## src/rtl/mem_arbiter_if.sv

```systemverilog
// Requester-side bus of the memory arbiter: request/command toward the arbiter,
// grant and read-return back toward the requester.
interface mem_arbiter_if;
   logic        req;
   logic [15:0] addr;
   logic        we;
   logic [7:0]  wdata;
   logic        gnt;
   logic        rvalid;
   logic [7:0]  rdata;

   modport master (output req, addr, we, wdata, input  gnt, rvalid, rdata);
   modport slave  (input  req, addr, we, wdata, output gnt, rvalid, rdata);
endinterface

```

## src/rtl/mem_arbiter.sv

```systemverilog
// Shares one synchronous memory port between the core (C) and a secondary master (D).
// C has fixed priority; D wins after STARVE consecutive lost arbitrations.
module mem_arbiter #(
   parameter int LATENCY = 1,
   parameter int STARVE  = 4
) (
   input  logic          CLOCK,
   input  logic          RESET,
   mem_arbiter_if.slave  c_if,
   mem_arbiter_if.slave  d_if,
   output logic [15:0]   MA,
   output logic [7:0]    MDO,
   output logic          MW,
   input  logic [7:0]    MDI
);

   typedef enum logic [1:0] {WIN_NONE, WIN_C, WIN_D} win_e;
   typedef struct packed {
      logic valid;
      logic port_d;
   } tag_t;

   localparam logic [3:0] STARVE_LIM = 4'(STARVE);

   win_e        win;
   logic [3:0]  wait_cnt_q, wait_cnt_d;
   logic [15:0] ma_q, ma_d;
   logic [7:0]  mdo_q, mdo_d;
   logic        mw_q, mw_d;
   tag_t        tag_q [LATENCY+1];
   tag_t        tag_d [LATENCY+1];
   logic        c_rvalid_q, c_rvalid_d;
   logic        d_rvalid_q, d_rvalid_d;
   logic [7:0]  c_rdata_q, c_rdata_d;
   logic [7:0]  d_rdata_q, d_rdata_d;

   always_comb begin
      win = WIN_NONE;
      if (!RESET) begin
         if (c_if.req && (!d_if.req || wait_cnt_q < STARVE_LIM)) win = WIN_C;
         else if (d_if.req)                                      win = WIN_D;
      end
   end

   assign c_if.gnt = (win == WIN_C);
   assign d_if.gnt = (win == WIN_D);

   // NOTE: every always_comb output gets a default first so no path leaves it unassigned (no latch).
   always_comb begin
      wait_cnt_d = '0;
      ma_d       = ma_q;
      mdo_d      = mdo_q;
      mw_d       = 1'b0;
      tag_d[0]   = '0;
      for (int k = 1; k <= LATENCY; k++) tag_d[k] = tag_q[k-1];

      if (d_if.req && win != WIN_D)
         wait_cnt_d = (wait_cnt_q >= STARVE_LIM) ? STARVE_LIM : wait_cnt_q + 4'd1;

      case (win)
         WIN_C: begin
            ma_d     = c_if.addr;
            mdo_d    = c_if.wdata;
            mw_d     = c_if.we;
            tag_d[0] = '{valid: !c_if.we, port_d: 1'b0};
         end
         WIN_D: begin
            ma_d     = d_if.addr;
            mdo_d    = d_if.wdata;
            mw_d     = d_if.we;
            tag_d[0] = '{valid: !d_if.we, port_d: 1'b1};
         end
         default: ;
      endcase

      // The tail entry lines up with MDI for the read it tracks.
      c_rvalid_d = tag_q[LATENCY].valid && !tag_q[LATENCY].port_d;
      d_rvalid_d = tag_q[LATENCY].valid &&  tag_q[LATENCY].port_d;
      c_rdata_d  = c_rvalid_d ? MDI : c_rdata_q;
      d_rdata_d  = d_rvalid_d ? MDI : d_rdata_q;
   end

   // NOTE: state flops use non-blocking assignments so all registers update from pre-edge values.
   always_ff @(posedge CLOCK) begin
      if (RESET) begin
         wait_cnt_q <= '0;
         ma_q       <= '0;
         mdo_q      <= '0;
         mw_q       <= 1'b0;
         c_rvalid_q <= 1'b0;
         d_rvalid_q <= 1'b0;
         c_rdata_q  <= '0;
         d_rdata_q  <= '0;
         // NOTE: the tag array is tiny and must be cleared so in-flight reads are dropped on reset.
         for (int k = 0; k <= LATENCY; k++) tag_q[k] <= '0;
      end else begin
         wait_cnt_q <= wait_cnt_d;
         ma_q       <= ma_d;
         mdo_q      <= mdo_d;
         mw_q       <= mw_d;
         c_rvalid_q <= c_rvalid_d;
         d_rvalid_q <= d_rvalid_d;
         c_rdata_q  <= c_rdata_d;
         d_rdata_q  <= d_rdata_d;
         tag_q      <= tag_d;
      end
   end

   assign MA          = ma_q;
   assign MDO         = mdo_q;
   assign MW          = mw_q;
   assign c_if.rvalid = c_rvalid_q;
   assign c_if.rdata  = c_rdata_q;
   assign d_if.rvalid = d_rvalid_q;
   assign d_if.rdata  = d_rdata_q;

endmodule

```

## src/flat_wrapper.sv

```systemverilog
// flat-port wrapper written by rule: the top's interface ports become plain ports
module mem_arbiter_flat 
#(
   parameter int LATENCY = 1,
   parameter int STARVE  = 4
)
  (CLOCK, RESET, MA, MDO, MW, MDI, c_if_req, c_if_addr, c_if_we, c_if_wdata, c_if_gnt, c_if_rvalid, c_if_rdata, d_if_req, d_if_addr, d_if_we, d_if_wdata, d_if_gnt, d_if_rvalid, d_if_rdata);
  mem_arbiter_if c_if_i ();
  mem_arbiter_if d_if_i ();
  input  logic CLOCK;
  input  logic RESET;
  output logic [15:0] MA;
  output logic [7:0] MDO;
  output logic MW;
  input  logic [7:0] MDI;
  input wire logic [$bits(c_if_i.req)-1:0] c_if_req;
  input wire logic [$bits(c_if_i.addr)-1:0] c_if_addr;
  input wire logic [$bits(c_if_i.we)-1:0] c_if_we;
  input wire logic [$bits(c_if_i.wdata)-1:0] c_if_wdata;
  output wire logic [$bits(c_if_i.gnt)-1:0] c_if_gnt;
  output wire logic [$bits(c_if_i.rvalid)-1:0] c_if_rvalid;
  output wire logic [$bits(c_if_i.rdata)-1:0] c_if_rdata;
  input wire logic [$bits(d_if_i.req)-1:0] d_if_req;
  input wire logic [$bits(d_if_i.addr)-1:0] d_if_addr;
  input wire logic [$bits(d_if_i.we)-1:0] d_if_we;
  input wire logic [$bits(d_if_i.wdata)-1:0] d_if_wdata;
  output wire logic [$bits(d_if_i.gnt)-1:0] d_if_gnt;
  output wire logic [$bits(d_if_i.rvalid)-1:0] d_if_rvalid;
  output wire logic [$bits(d_if_i.rdata)-1:0] d_if_rdata;
  assign c_if_i.req = c_if_req;
  assign c_if_i.addr = c_if_addr;
  assign c_if_i.we = c_if_we;
  assign c_if_i.wdata = c_if_wdata;
  assign c_if_gnt = c_if_i.gnt;
  assign c_if_rvalid = c_if_i.rvalid;
  assign c_if_rdata = c_if_i.rdata;
  assign d_if_i.req = d_if_req;
  assign d_if_i.addr = d_if_addr;
  assign d_if_i.we = d_if_we;
  assign d_if_i.wdata = d_if_wdata;
  assign d_if_gnt = d_if_i.gnt;
  assign d_if_rvalid = d_if_i.rvalid;
  assign d_if_rdata = d_if_i.rdata;
  mem_arbiter #(.LATENCY(LATENCY), .STARVE(STARVE)) u_core (.CLOCK(CLOCK), .RESET(RESET), .c_if(c_if_i), .d_if(d_if_i), .MA(MA), .MDO(MDO), .MW(MW), .MDI(MDI));
endmodule
```

## config.mk

```make
export PLATFORM = sky130hd
export DESIGN_NAME = mem_arbiter_flat
export DESIGN_NICKNAME = d
export VERILOG_FILES = /design/src/rtl/mem_arbiter_if.sv /design/src/rtl/mem_arbiter.sv /design/src/flat_wrapper.sv
export SDC_FILE = /design/constraint.sdc
export NUM_CORES = 1
export LEC_CHECK = 0
export CAP_MARGIN = 10
export CORE_ASPECT_RATIO = 0.7
export CORE_MARGIN = 2
export CORE_UTILIZATION = 38
export DETAILED_ROUTE_END_ITERATION = 12
export DONT_BUFFER_PORTS = 1
export PLACE_DENSITY = 0.51
export SLEW_MARGIN = 20
export SYNTH_ARGS = -nofsm -noshare
export SYNTH_HDL_FRONTEND = slang
export SYNTH_SLANG_ARGS = --single-unit
```

## constraint.sdc

```tcl
create_clock -name CLOCK -period 1.75 [get_ports CLOCK]
set_input_delay 0 -clock CLOCK [delete_from_list [all_inputs] [get_ports CLOCK]]
set_output_delay 0 -clock CLOCK [all_outputs]
set_load 0.005 [all_outputs]
```

==> results by group, run 1 <==
Run status
  – Status: finished clean

Die
  – Initial Utilization: 0.3997
  – Core Region: 5340 um^2
  – Chip height: 66.71 um
  – Die X: 93.58 um
  – Row count: 22
  – Ports: 107
  – Die area: 6242 um^2

Synthesis
  – Syn_nets: 282
  – Post-synthesis cell count: 216
  – Sequential fraction of the synthesis area: 0.4783
  – Synthesized flop and latch total: 51
  – Netlist cell types: 26
  – Avg Cell Area, Syn: 9.882 um^2
  – Cell Area, Synth: 2135 um^2
  – Warnings, synthesis: 0

Detailed routing
  – Via count: 1788
  – 1st-iter DRT viols: 83
  – Total wire length: 5.850 mm
  – Routed Antenna Nets: 0
  – DRC errors left: 0
  – WL per Instance: 16.34 um
  – Via density: 4.994
  – 1st-pass router iterations: 4

Setup path
  – Reg2Reg Setup Slack: 4 ps
  – Startpoint types: flop
  – WP buf/inv: 2
  – CP max FO: 13
  – Critical-path top delay cell: dfxtp_2
  – Crit Path Category: flop to flop
  – Critical path depth: 8
  – R2R cell count: 8
  – Critical Path, Cell by Cell: o21ai_1 > and3b_2 > inv_2 > ha_4 > buf_12 > mux2_2 > mux2i_1 > nor2_1
  – Crit-path max cell delay: 350 ps
  – Critical Path AT: 1920 ps
  – Critical Path Sink Type: flop
  – WP data required: 1920 ps
  – CP delay by family, top: multiplexers

Power and ir drop
  – Comb pwr share: 0.182
  – Int Power: 1.809 mW
  – Maximum vdd drop: 0.3368 mV
  – Sw power: 0.5963 mW
  – Net Sw Frac: 0.2479
  – Flop pwr share: 0.521
  – Cell area power density: 766.6 nW/um^2
  – Clock power share: 0.297
  – LEAKAGE: 1.324 nW

STA
  – Worst Clk Skew: 3.029 ps
  – Setup violators final: 0
  – RSZ-0062 raised after global routing: true
  – Final period util: 0.9979
  – Peak Freq: 572.6 MHz
  – Slew headroom: 0.5610
  – Final Hold Viols: 0
  – Tmin final: 1746 ps
  – Pins Over Slew Limit: 0
  – Least-Margin Pin Slew: 656.4 ps
  – Worst hold slack: 61.10 ps

Layout
  – Fin area: 3138 um^2
  – Layout cell share with drive strength beyond 1: 0.1888
  – FF/Latch Area: 1025 um^2
  – Finished Core Util: 0.5876
  – Filler instances: 471
  – Antenna diode count: 0
  – Total Nets Final: 351
  – Area used by multi-input combinational logic: 1069 um^2
  – P&R area growth vs syn: 47.01%

Clocking
  – CTS H-tree lvls: 2
  – CTS buffer count: 5
  – Clock root cell: clkbuf_8
  – Worst-path clk slew: 90 ps
  – Clock Latency Late Sink: 300 ps
  – CTS tree: yes
  – Buffer levels on the longest clock path: 2
  – Clock sinks: 51

Global route
  – Antenna violations before repair: 0
  – Largest net degree at the start of global routing: 31
  – Number of global-route vias before repair: 1873
  – Global-route wire length before repair: 8.928 mm
  – Grt ovf: 0
  – GRT Overall Usage: 0.1872

Min path
  – Worst hold path cell count: 3
  – Worst Hold Class: input port to flop

Placement
  – HPWL Detailed: 3.118 mm
  – Placed instance area: 2215 um^2
  – Final GP Congestion: 0.5999
  – Port Buffers: 0

Job
  – Max-cap violations: 0
-- power by group through the flow --
stage | registers (mW) | logic [mW] | clock network [mW]
after floorplan | 1.27 | 0.213 | 0
after global placement | 1.28 | 0.225 | 0
after detailed placement | 1.28 | 0.237 | 0
after CTS | 1.25 | 0.392 | 0.745
after global routing | 1.26 | 0.473 | 0.779
final | 1.25 | 0.438 | 0.715
-- worst register-to-register path: stages, from the launching register on --
cell	delay, ps
dfxtp_2	350
o21ai_1	70
and3b_2	200
inv_2	70
ha_4	210
buf_12	170
mux2_2	340
mux2i_1	150
nor2_1	60
-- kinds of logic (layout without fill, tap and decap cells) --
| logic type | count (synthesis) | after routing | share of synthesized area |
|---|---|---|---|
| simple gates | 72 | 72 | 0.1495 |
| flops | 51 | 51 | 0.4783 |
| mux | 48 | 48 | 0.2479 |
| compound gates | 21 | 21 | 0.05334 |
| buf+inv | 19 | 89 | 0.04571 |
| fa+ha+maj | 4 | 4 | 0.02345 |
| other cells | 1 | 1 | 0.001757 |
-- per-layer routing --
layer | wire length [um] | track usage
met3 | 439 | 0.05204
met2 | 2966 | 0.3489
met5 | 0 | 0
met1 | 2412 | 0.2117
met4 | 31 | 0.05072
-- synth_stat cells, drive strengths merged --
cell	count	area, um^2
buf	9	60.05
clkbuf	6	22.52
nor4b	1	8.760
nor3b	1	7.510
nand3	8	40.04
dfxtp	51	1021
nor2b	4	25.02
nand2	25	93.84
a21oi	17	85.08
nand2b	2	12.51
o21ai	1	5.000
conb	1	3.750
and3	1	6.260
o31a	1	8.760
nor3	2	10.01
nor2	26	97.59
a22oi	2	15.01
and3b	2	17.52
mux2i	24	240.2
ha	4	50.05
mux2	24	289.0
inv	4	15.01
-- metrics by stage --
| step | std cells | power [mW] | TNS (ps) | worst slack [ps] |
|---|---|---|---|---|
| 2_1_floorplan | 216 | 1.481 | 0 | 33.92 |
| 3_3_place_gp | 279 | 1.504 | 0 | 67.34 |
| 3_5_place_dp | 279 | 1.516 | -47.05 | -17.75 |
| 4_1_cts | 353 | 2.389 | 0 | 9.661 |
| 5_1_grt | 358 | 2.512 | -380.0 | -65.51 |
| 6_report | 358 | 2.406 | 0 | 3.723 |
-- flip-flops by register name, indices dropped and copies added, names as in the netlist --
register	cells
u_core.tag_q	2
u_core.MW	1
u_core.d_if.rvalid	1
u_core.c_if.rvalid	1
u_core.MDO	8
u_core.c_if.rdata	8
u_core.tag_d	2
u_core.d_if.rdata	8
u_core.MA	16
u_core.wait_cnt_q	4
-- worst paths after layout --
kind	endpoint	from
worst max-delay path	u_core.MA[8]$_SDFFE_PP0P_	u_core.wait_cnt_q[3]$_SDFF_PP0_
worst min-delay path	u_core.tag_q[0]$_SDFF_PP0_	RESET
worst max register to register	u_core.MA[8]$_SDFFE_PP0P_	u_core.wait_cnt_q[3]$_SDFF_PP0_
worst min register to register	u_core.wait_cnt_q[0]$_SDFF_PP0_	u_core.wait_cnt_q[0]$_SDFF_PP0_
-- repair_timing --
action                                  in CTS  in global routing
resized for setup                            4                 13
endpoints found under the setup margin      14                 26
pin swaps                                    0                  3
hold endpoints to repair                    48                  0
setup buffers                                0                  3
cloned                                       1                  2
hold buffers                                65                  0
-- layout make-up --
| class | instances | share of cell area |
|---|---|---|
| clock buffer | 6 | 0.02632 |
| clock inverter | 2 | 0.005183 |
| inverter | 4 | 0.004785 |
| multi-input combinational | 146 | 0.3405 |
| sequential | 51 | 0.3266 |
| tap | 72 | 0.02871 |
| timing repair buffer | 77 | 0.2679 |
-- layout by cell type (no fill, tap or decap), types with 6 or more instances in the layout --
cell | Yosys | final
dlygate4sd3_1 | 0 | 63
mux2_2 | 19 | 13
nor2_1 | 26 | 26
nand2_1 | 25 | 25
clkbuf_8 | 0 | 6
dfxtp_1 | 51 | 48
buf_4 | 2 | 7
mux2i_1 | 24 | 24
mux2_4 | 5 | 11
a21oi_1 | 17 | 16
nand3_1 | 8 | 8
Note: power is estimated with default switching activity, not from simulation.
==> run 2: changes to the inputs <==
--- a/config.mk
+++ b/config.mk
@@ -8,10 +8,10 @@
 export CAP_MARGIN = 10
 export CORE_ASPECT_RATIO = 0.7
 export CORE_MARGIN = 2
-export CORE_UTILIZATION = 38
+export CORE_UTILIZATION = 33
 export DETAILED_ROUTE_END_ITERATION = 12
 export DONT_BUFFER_PORTS = 1
-export PLACE_DENSITY = 0.51
+export PLACE_DENSITY = 0.45
 export SLEW_MARGIN = 20
 export SYNTH_ARGS = -nofsm -noshare
 export SYNTH_HDL_FRONTEND = slang
==> run 2 against run 1 <==
The flow now finishes with violations (negative hold slack). Critical path depth unchanged. Clock skew increased by 4.3 ps. Non-clock buffer count fell by 8. Critical path type unchanged. Critical endpoint is now u_core.MA[14]$_SDFFE_PP0P_. Largest cell class unchanged.
==> results by group, run 2 (synthesized netlist as in run 1, its figures left out) <==
Global route
  – Largest net degree at the start of global routing: 50 (+61%)
  – GRT Overall Usage: 0.1331 (-0.05413)
  – Grt ovf: 0 (unchanged)
  – Antenna violations before repair: 0 (unchanged)
  – Global-route wire length before repair: 7.479 mm (-16%)
  – Number of global-route vias before repair: 1501 (-20%)

STA
  – Setup violators final: 0 (unchanged)
  – RSZ-0062 raised after global routing: true
  – Final period util: 0.9621 (-0.03582)
  – Setup_tns: 0 ps (unchanged)
  – Worst hold slack: -28.34 ps (-89.45 ps)
  – Peak Freq: 594.0 MHz (+3.7%)
  – Pins Over Slew Limit: 0 (unchanged)
  – Final Hold Viols: 10 (+10)
  – Tmin final: 1684 ps (-62.68 ps)
  – Worst Clk Skew: 7.283 ps (+4.254 ps)

Detailed routing
  – 1st-pass router iterations: 4 (unchanged)
  – DRC errors left: 0 (unchanged)
  – 1st-iter DRT viols: 34 (-59%)
  – Via density: 4.837 (-3.2%)
  – Total wire length: 5.519 mm (-5.7%)
  – Via count: 1717 (-4.0%)
  – Routed Antenna Nets: 0 (unchanged)
  – WL per Instance: 15.55 um (-4.9%)

Placement
  – Placed cells: 287 (+2.9%)
  – Port Buffers: 0 (unchanged)
  – HPWL Detailed: 3.098 mm (-0.64%)
  – Final GP Congestion: 0.6918 (+15%)

Die
  – Die area: 7138 um^2 (+14%)
  – Initial Utilization: 0.3417 (-0.05797)
  – Ports: 107 (unchanged)
  – Chip height: 71.29 um (+6.9%)
  – Core Region: 6246 um^2 (+17%)
  – Row count: 24 (+9.1%)
  – Die X: 100.1 um (+7.0%)

Layout
  – Max reg flops: 16 (unchanged)
  – Finished Core Util: 0.4902 (-0.09744)
  – Most frequent cells in the layout: dlygate4sd3_1, dfxtp_1, nor2_1
  – Antenna diode count: 0 (unchanged)
  – Layout cell share with drive strength beyond 1: 0.1986 (+0.009745)
  – Total Nets Final: 343 (-2.3%)
  – Commonest non-fill, non-tap cell in the layout: dlygate4sd3_1
  – Final Non-Filler Cells: 355 (-0.84%)
  – P&R area growth vs syn: 43.44%

Power and ir drop
  – Cell area power density: 759.7 nW/um^2 (-0.90%)
  – LEAKAGE: 1.328 nW (+0.26%)
  – Maximum vdd drop: 0.3323 mV (-1.4%)

Clocking
  – Clock root cell: clkbuf_8
  – CTS H-tree lvls: 2 (unchanged)
  – CTS buffer count: 5 (unchanged)
  – CTS tree: yes
  – Clock Latency Late Sink: 300 ps (about the same)
  – Clock sinks: 51 (unchanged)
  – Buffer levels on the longest clock path: 2 (unchanged)
  – Worst-path clk slew: 90 ps (about the same)

Min path
  – Worst Hold Class: input port to flop

Setup path
  – CP max FO: 5 (-8)
  – Critical Path Sink Type: flop
  – Critical Path AT: 1880 ps (-40 ps)
  – Startpoint types: flop
  – WP data required: 1940 ps (+20 ps)
  – Crit Path Category: flop to flop

Run status
  – Violated checks: negative hold slack
  – Status: complete, but fails checks

Job
  – Max-cap violations: 0 (unchanged)
-- run 2: per-stage QoR --
step                      power [mW]  worst slack (ps)  area [um^2]
after global placement         1.516             54.12         2237
after global routing           2.440            -18.81         3062
after CTS                      2.222            -8.226         2495
after floorplan                1.481             33.92         2137
after detailed placement       1.517             14.45         2237
final                          2.326             66.40         3062
-- run 2: critical path, stage by stage, from the launching register on --
cell and delay (ps):
dfxtp_2 340, o21ai_1 60, and3b_2 200, inv_2 70, ha_4 210, clkbuf_16 170
mux2_2 330, mux2i_1 140, nor2_1 50
-- run 2: cell type report --
class	instances	area, um^2
clock buffer	6	82.58
clock inverter	1	5.005
fill	610	3184
inverter	4	15.01
multi-input combinational	146	1079
sequential	51	1026
tap	78	97.59
timing repair buffer	69	757.0
-- run 2: report_power, final --
group | leakage (nW) | internal [mW] | total, mW | switching [mW]
logic | 0.864 | 0.244 | 0.388 | 0.143
clock network | 0.0470 | 0.311 | 0.686 | 0.374
registers | 0.417 | 1.21 | 1.25 | 0.0396
-- run 2: worst paths after layout --
| path | endpoint | cells past startpoint | slack [ps] | start |
|---|---|---|---|---|
| worst min-delay path | u_core.MDO[3]$_SDFFE_PP0P_ | 3 | -30 | d_if_wdata[3] |
| worst max-delay path | u_core.MA[14]$_SDFFE_PP0P_ | 8 | 70 | u_core.wait_cnt_q[2]$_SDFF_PP0_ |
| worst min register to register | u_core.wait_cnt_q[0]$_SDFF_PP0_ | 1 | 450 | u_core.wait_cnt_q[0]$_SDFF_PP0_ |
| worst max register to register | u_core.MA[14]$_SDFFE_PP0P_ | 8 | 70 | u_core.wait_cnt_q[2]$_SDFF_PP0_ |
-- run 2: routing by layer --
metal,vias up,wire length [um],global-route usage
met5,-,0,0
met4,0,50,0.04566
met3,6,412,0.05268
met2,65,2587,0.2013
met1,802,2469,0.1741
li1,844,-,-
-- run 2: what timing repair did --
| item | 4_1_cts | 5_1_grt |
|---|---|---|
| gates resized for setup | 0 | 23 |
| hold buffers | 17 | 39 |
| setup buffers | 0 | 2 |
| hold endpoints to repair | 49 | 33 |
| gates cloned | 0 | 3 |
| pin swaps | 0 | 5 |
| endpoints found under the setup margin | 5 | 34 |
==> run 3: changes to the inputs <==
--- a/config.mk
+++ b/config.mk
@@ -8,10 +8,10 @@
 export CAP_MARGIN = 10
 export CORE_ASPECT_RATIO = 0.7
 export CORE_MARGIN = 2
-export CORE_UTILIZATION = 33
+export CORE_UTILIZATION = 55
 export DETAILED_ROUTE_END_ITERATION = 12
 export DONT_BUFFER_PORTS = 1
-export PLACE_DENSITY = 0.45
+export PLACE_DENSITY = 0.7
 export SLEW_MARGIN = 20
 export SYNTH_ARGS = -nofsm -noshare
 export SYNTH_HDL_FRONTEND = slang
==> run 3 against run 2 <==
The flow finishes with violations (negative hold slack, negative setup slack). Sequential cell count did not move. Wire length rose by 14%. Critical path type unchanged. Sequential power hardly changed. Combinational power grew 14%.
==> results by group, run 3 (synthesized netlist as in run 1, its figures left out) <==
Detailed routing
  – WL per Instance: 19.49 um (+25%)
  – 1st-pass router iterations: 4 (unchanged)
  – Via count: 1782 (+3.8%)
  – Total wire length: 6.294 mm (+14%)
  – DRC errors left: 0 (unchanged)
  – Routed Antenna Nets: 0 (unchanged)
  – Via density: 5.517 (+14%)
  – 1st-iter DRT viols: 120 (+250%)

Setup path
  – CP max FO: 7 (+2)
  – Crit Path Category: flop to flop
  – R2R cell count: 8 (unchanged)
  – Reg-to-reg critical path startpoint: u_core.wait_cnt_q[3]$_SDFF_PP0_
  – Reg2Reg Setup Slack: -110 ps (-170 ps)
  – FF-to-FF End: u_core.MA[12]$_SDFFE_PP0P_
  – Critical Path Sink Type: flop
  – WP data required: 1940 ps (about the same)
  – Critical Path AT: 2050 ps (+170 ps)
  – Startpoint types: flop

Min path
  – Hold Path Sink: u_core.MA[15]$_SDFFE_PP0P_
  – Worst Hold Class: input port to flop
  – HP Start: d_if_addr[15]
  – Worst hold path cell count: 3 (unchanged)

Die
  – Initial Utilization: 0.5887 (+0.2469)
  – Chip height: 56.12 um (-21%)
  – Die area: 4403 um^2 (-38%)
  – Core Region: 3626 um^2 (-42%)
  – Ports: 107 (unchanged)
  – Row count: 18 (-25%)
  – Die X: 78.46 um (-22%)

STA
  – Peak Freq: 538.3 MHz (-9.4%)
  – Worst Clk Skew: 6.571 ps (-0.7126 ps)
  – Final period util: 1.062 (+0.09945)
  – Setup_tns: -691.4 ps (-691.4 ps)
  – Worst hold slack: -2.121 ps (+26.22 ps)
  – RSZ-0062 raised after global routing: true
  – Slack of the critical path: -107.6 ps (-174.0 ps)
  – Final Hold Viols: 2 (-8)
  – Setup violators final: 20 (+20)
  – Tmin final: 1858 ps (+174.0 ps)
  – Pins Over Slew Limit: 0 (unchanged)

Global route
  – GRT Max-Usage Layer: met2
  – GRT Overall Usage: 0.2386 (+0.1055)
  – Global-route wire length before repair: 8.176 mm (+9.3%)
  – Number of global-route vias before repair: 1757 (+17%)
  – GR Util met3: 0.08766 (+0.03498)
  – Largest net degree at the start of global routing: 49 (-2.0%)
  – Antenna violations before repair: 0 (unchanged)
  – Grt met1 use: 0.2558 (+0.08177)
  – Grt ovf: 0 (unchanged)
  – Met2 GRT Util: 0.4372 (+0.2358)

Layout
  – P&R area growth vs syn: 43.61%
  – Commonest non-fill, non-tap cell in the layout: dlygate4sd3_1
  – Total Nets Final: 338 (-1.5%)
  – Max reg flops: 16 (unchanged)
  – Filler instances: 191 (-69%)
  – Layout cell share with drive strength beyond 1: 0.2125 (+0.01390)
  – Antenna diode count: 0 (unchanged)
  – Final Non-Filler Cells: 323 (-9.0%)
  – Most frequent cells in the layout: dlygate4sd3_1, dfxtp_1, nor2_1

Clocking
  – Buffer levels on the longest clock path: 2 (unchanged)
  – Clock root cell: clkbuf_8
  – CTS H-tree lvls: 2 (unchanged)
  – Clock sinks: 51 (unchanged)
  – Worst-path clk slew: 90 ps (about the same)
  – Clock Latency Late Sink: 300 ps (about the same)
  – CTS buffer count: 5 (unchanged)
  – CTS tree: yes

Placement
  – Post-place setup slack: -59.73 ps (-74.18 ps)
  – Port Buffers: 0 (unchanged)
  – Final GP Congestion: 0.7261 (+5.0%)
  – Placed cells: 256 (-11%)
  – HPWL Detailed: 3.136 mm (+1.2%)

Run status
  – Status: complete, but fails checks
  – Violated checks: negative hold slack, negative setup slack

Power and ir drop
  – LEAKAGE: 1.307 nW (-1.6%)
  – Maximum vdd drop: 0.6464 mV (+95%)
  – Cell area power density: 829.9 nW/um^2 (+9.2%)

Job
  – Max-cap violations: 0 (unchanged)
-- run 3: cell types whose count changed in the layout (fill, tap and decap cells not counted), moves of 2 or more --
cell,delta
mux2i_2,+3
dlygate4sd3_1,-3
mux2i_1,-3
mux2_2,-5
mux2_4,+5
buf_4,-2
-- run 3: power by group --
part / total, mW / internal, mW / switching (mW)
clock: 0.846 / 0.463 / 0.383
sequential: 1.26 / 1.21 / 0.0436
combinational: 0.441 / 0.267 / 0.175
total: 2.54 / 1.94 / 0.601
-- run 3: metrics by stage --
| step | utilization | cell area [um^2] | power (mW) |
|---|---|---|---|
| 2_1_floorplan | - | 2137 | 1.481 |
| 3_3_place_gp | 0.6046 | 2192 | 1.499 |
| 6_report | 0.8454 | 3065 | 2.544 |
| 5_1_grt | 0.8454 | 3065 | 2.640 |
| 3_5_place_dp | 0.6046 | 2192 | 1.517 |
| 4_1_cts | 0.7726 | 2801 | 2.437 |
-- run 3: cell type report --
cell class	count	area (um^2)	share of cell area
timing repair buffer	64	730.7	0.2384
tap	50	62.56	0.02041
multi-input combinational	146	1115	0.3637
inverter	4	15.01	0.004898
clock inverter	2	35.03	0.01143
clock buffer	6	82.58	0.02694
sequential	51	1025	0.3343
-- run 3: worst max-delay path by stage --
stage,from,endpoint,slack [ps]
floorplan,u_core.wait_cnt_q[2]$_SDFF_PP0_,u_core.MDO[2]$_SDFFE_PP0P_,30
global placement,u_core.wait_cnt_q[2]$_SDFF_PP0_,u_core.MA[3]$_SDFFE_PP0P_,80
detailed placement,u_core.wait_cnt_q[2]$_SDFF_PP0_,u_core.MA[1]$_SDFFE_PP0P_,-60
CTS,u_core.wait_cnt_q[2]$_SDFF_PP0_,u_core.MA[1]$_SDFFE_PP0P_,3
global route,u_core.wait_cnt_q[3]$_SDFF_PP0_,u_core.MA[12]$_SDFFE_PP0P_,-180
finish,u_core.wait_cnt_q[3]$_SDFF_PP0_,u_core.MA[12]$_SDFFE_PP0P_,-110
-- run 3: layer usage --
| layer | wire (um) | part of all wire |
|---|---|---|
| met3 | 454 | 0.072 |
| met5 | 0 | 0 |
| met1 | 2378 | 0.38 |
| met2 | 3372 | 0.54 |
| met4 | 88 | 0.014 |
-- run 3: timing repair --
action                                 in CTS  in global routing
hold buffers                               46                  7
buffers inserted                            1                  1
setup endpoints to repair                  24                 28
endpoints found under the hold margin      48                  6
pin swaps                                   0                  9
gates resized for setup                     4                 24
gates cloned                                0                  4
-- run 3: critical path, cell delays in order, from the launching register on --
cell,delay [ps]
dfxtp_2,360
o21ai_2,80
and3b_2,220
inv_2,80
ha_4,250
clkbuf_16,190
mux2_2,340
mux2i_1,180
nor2_1,60
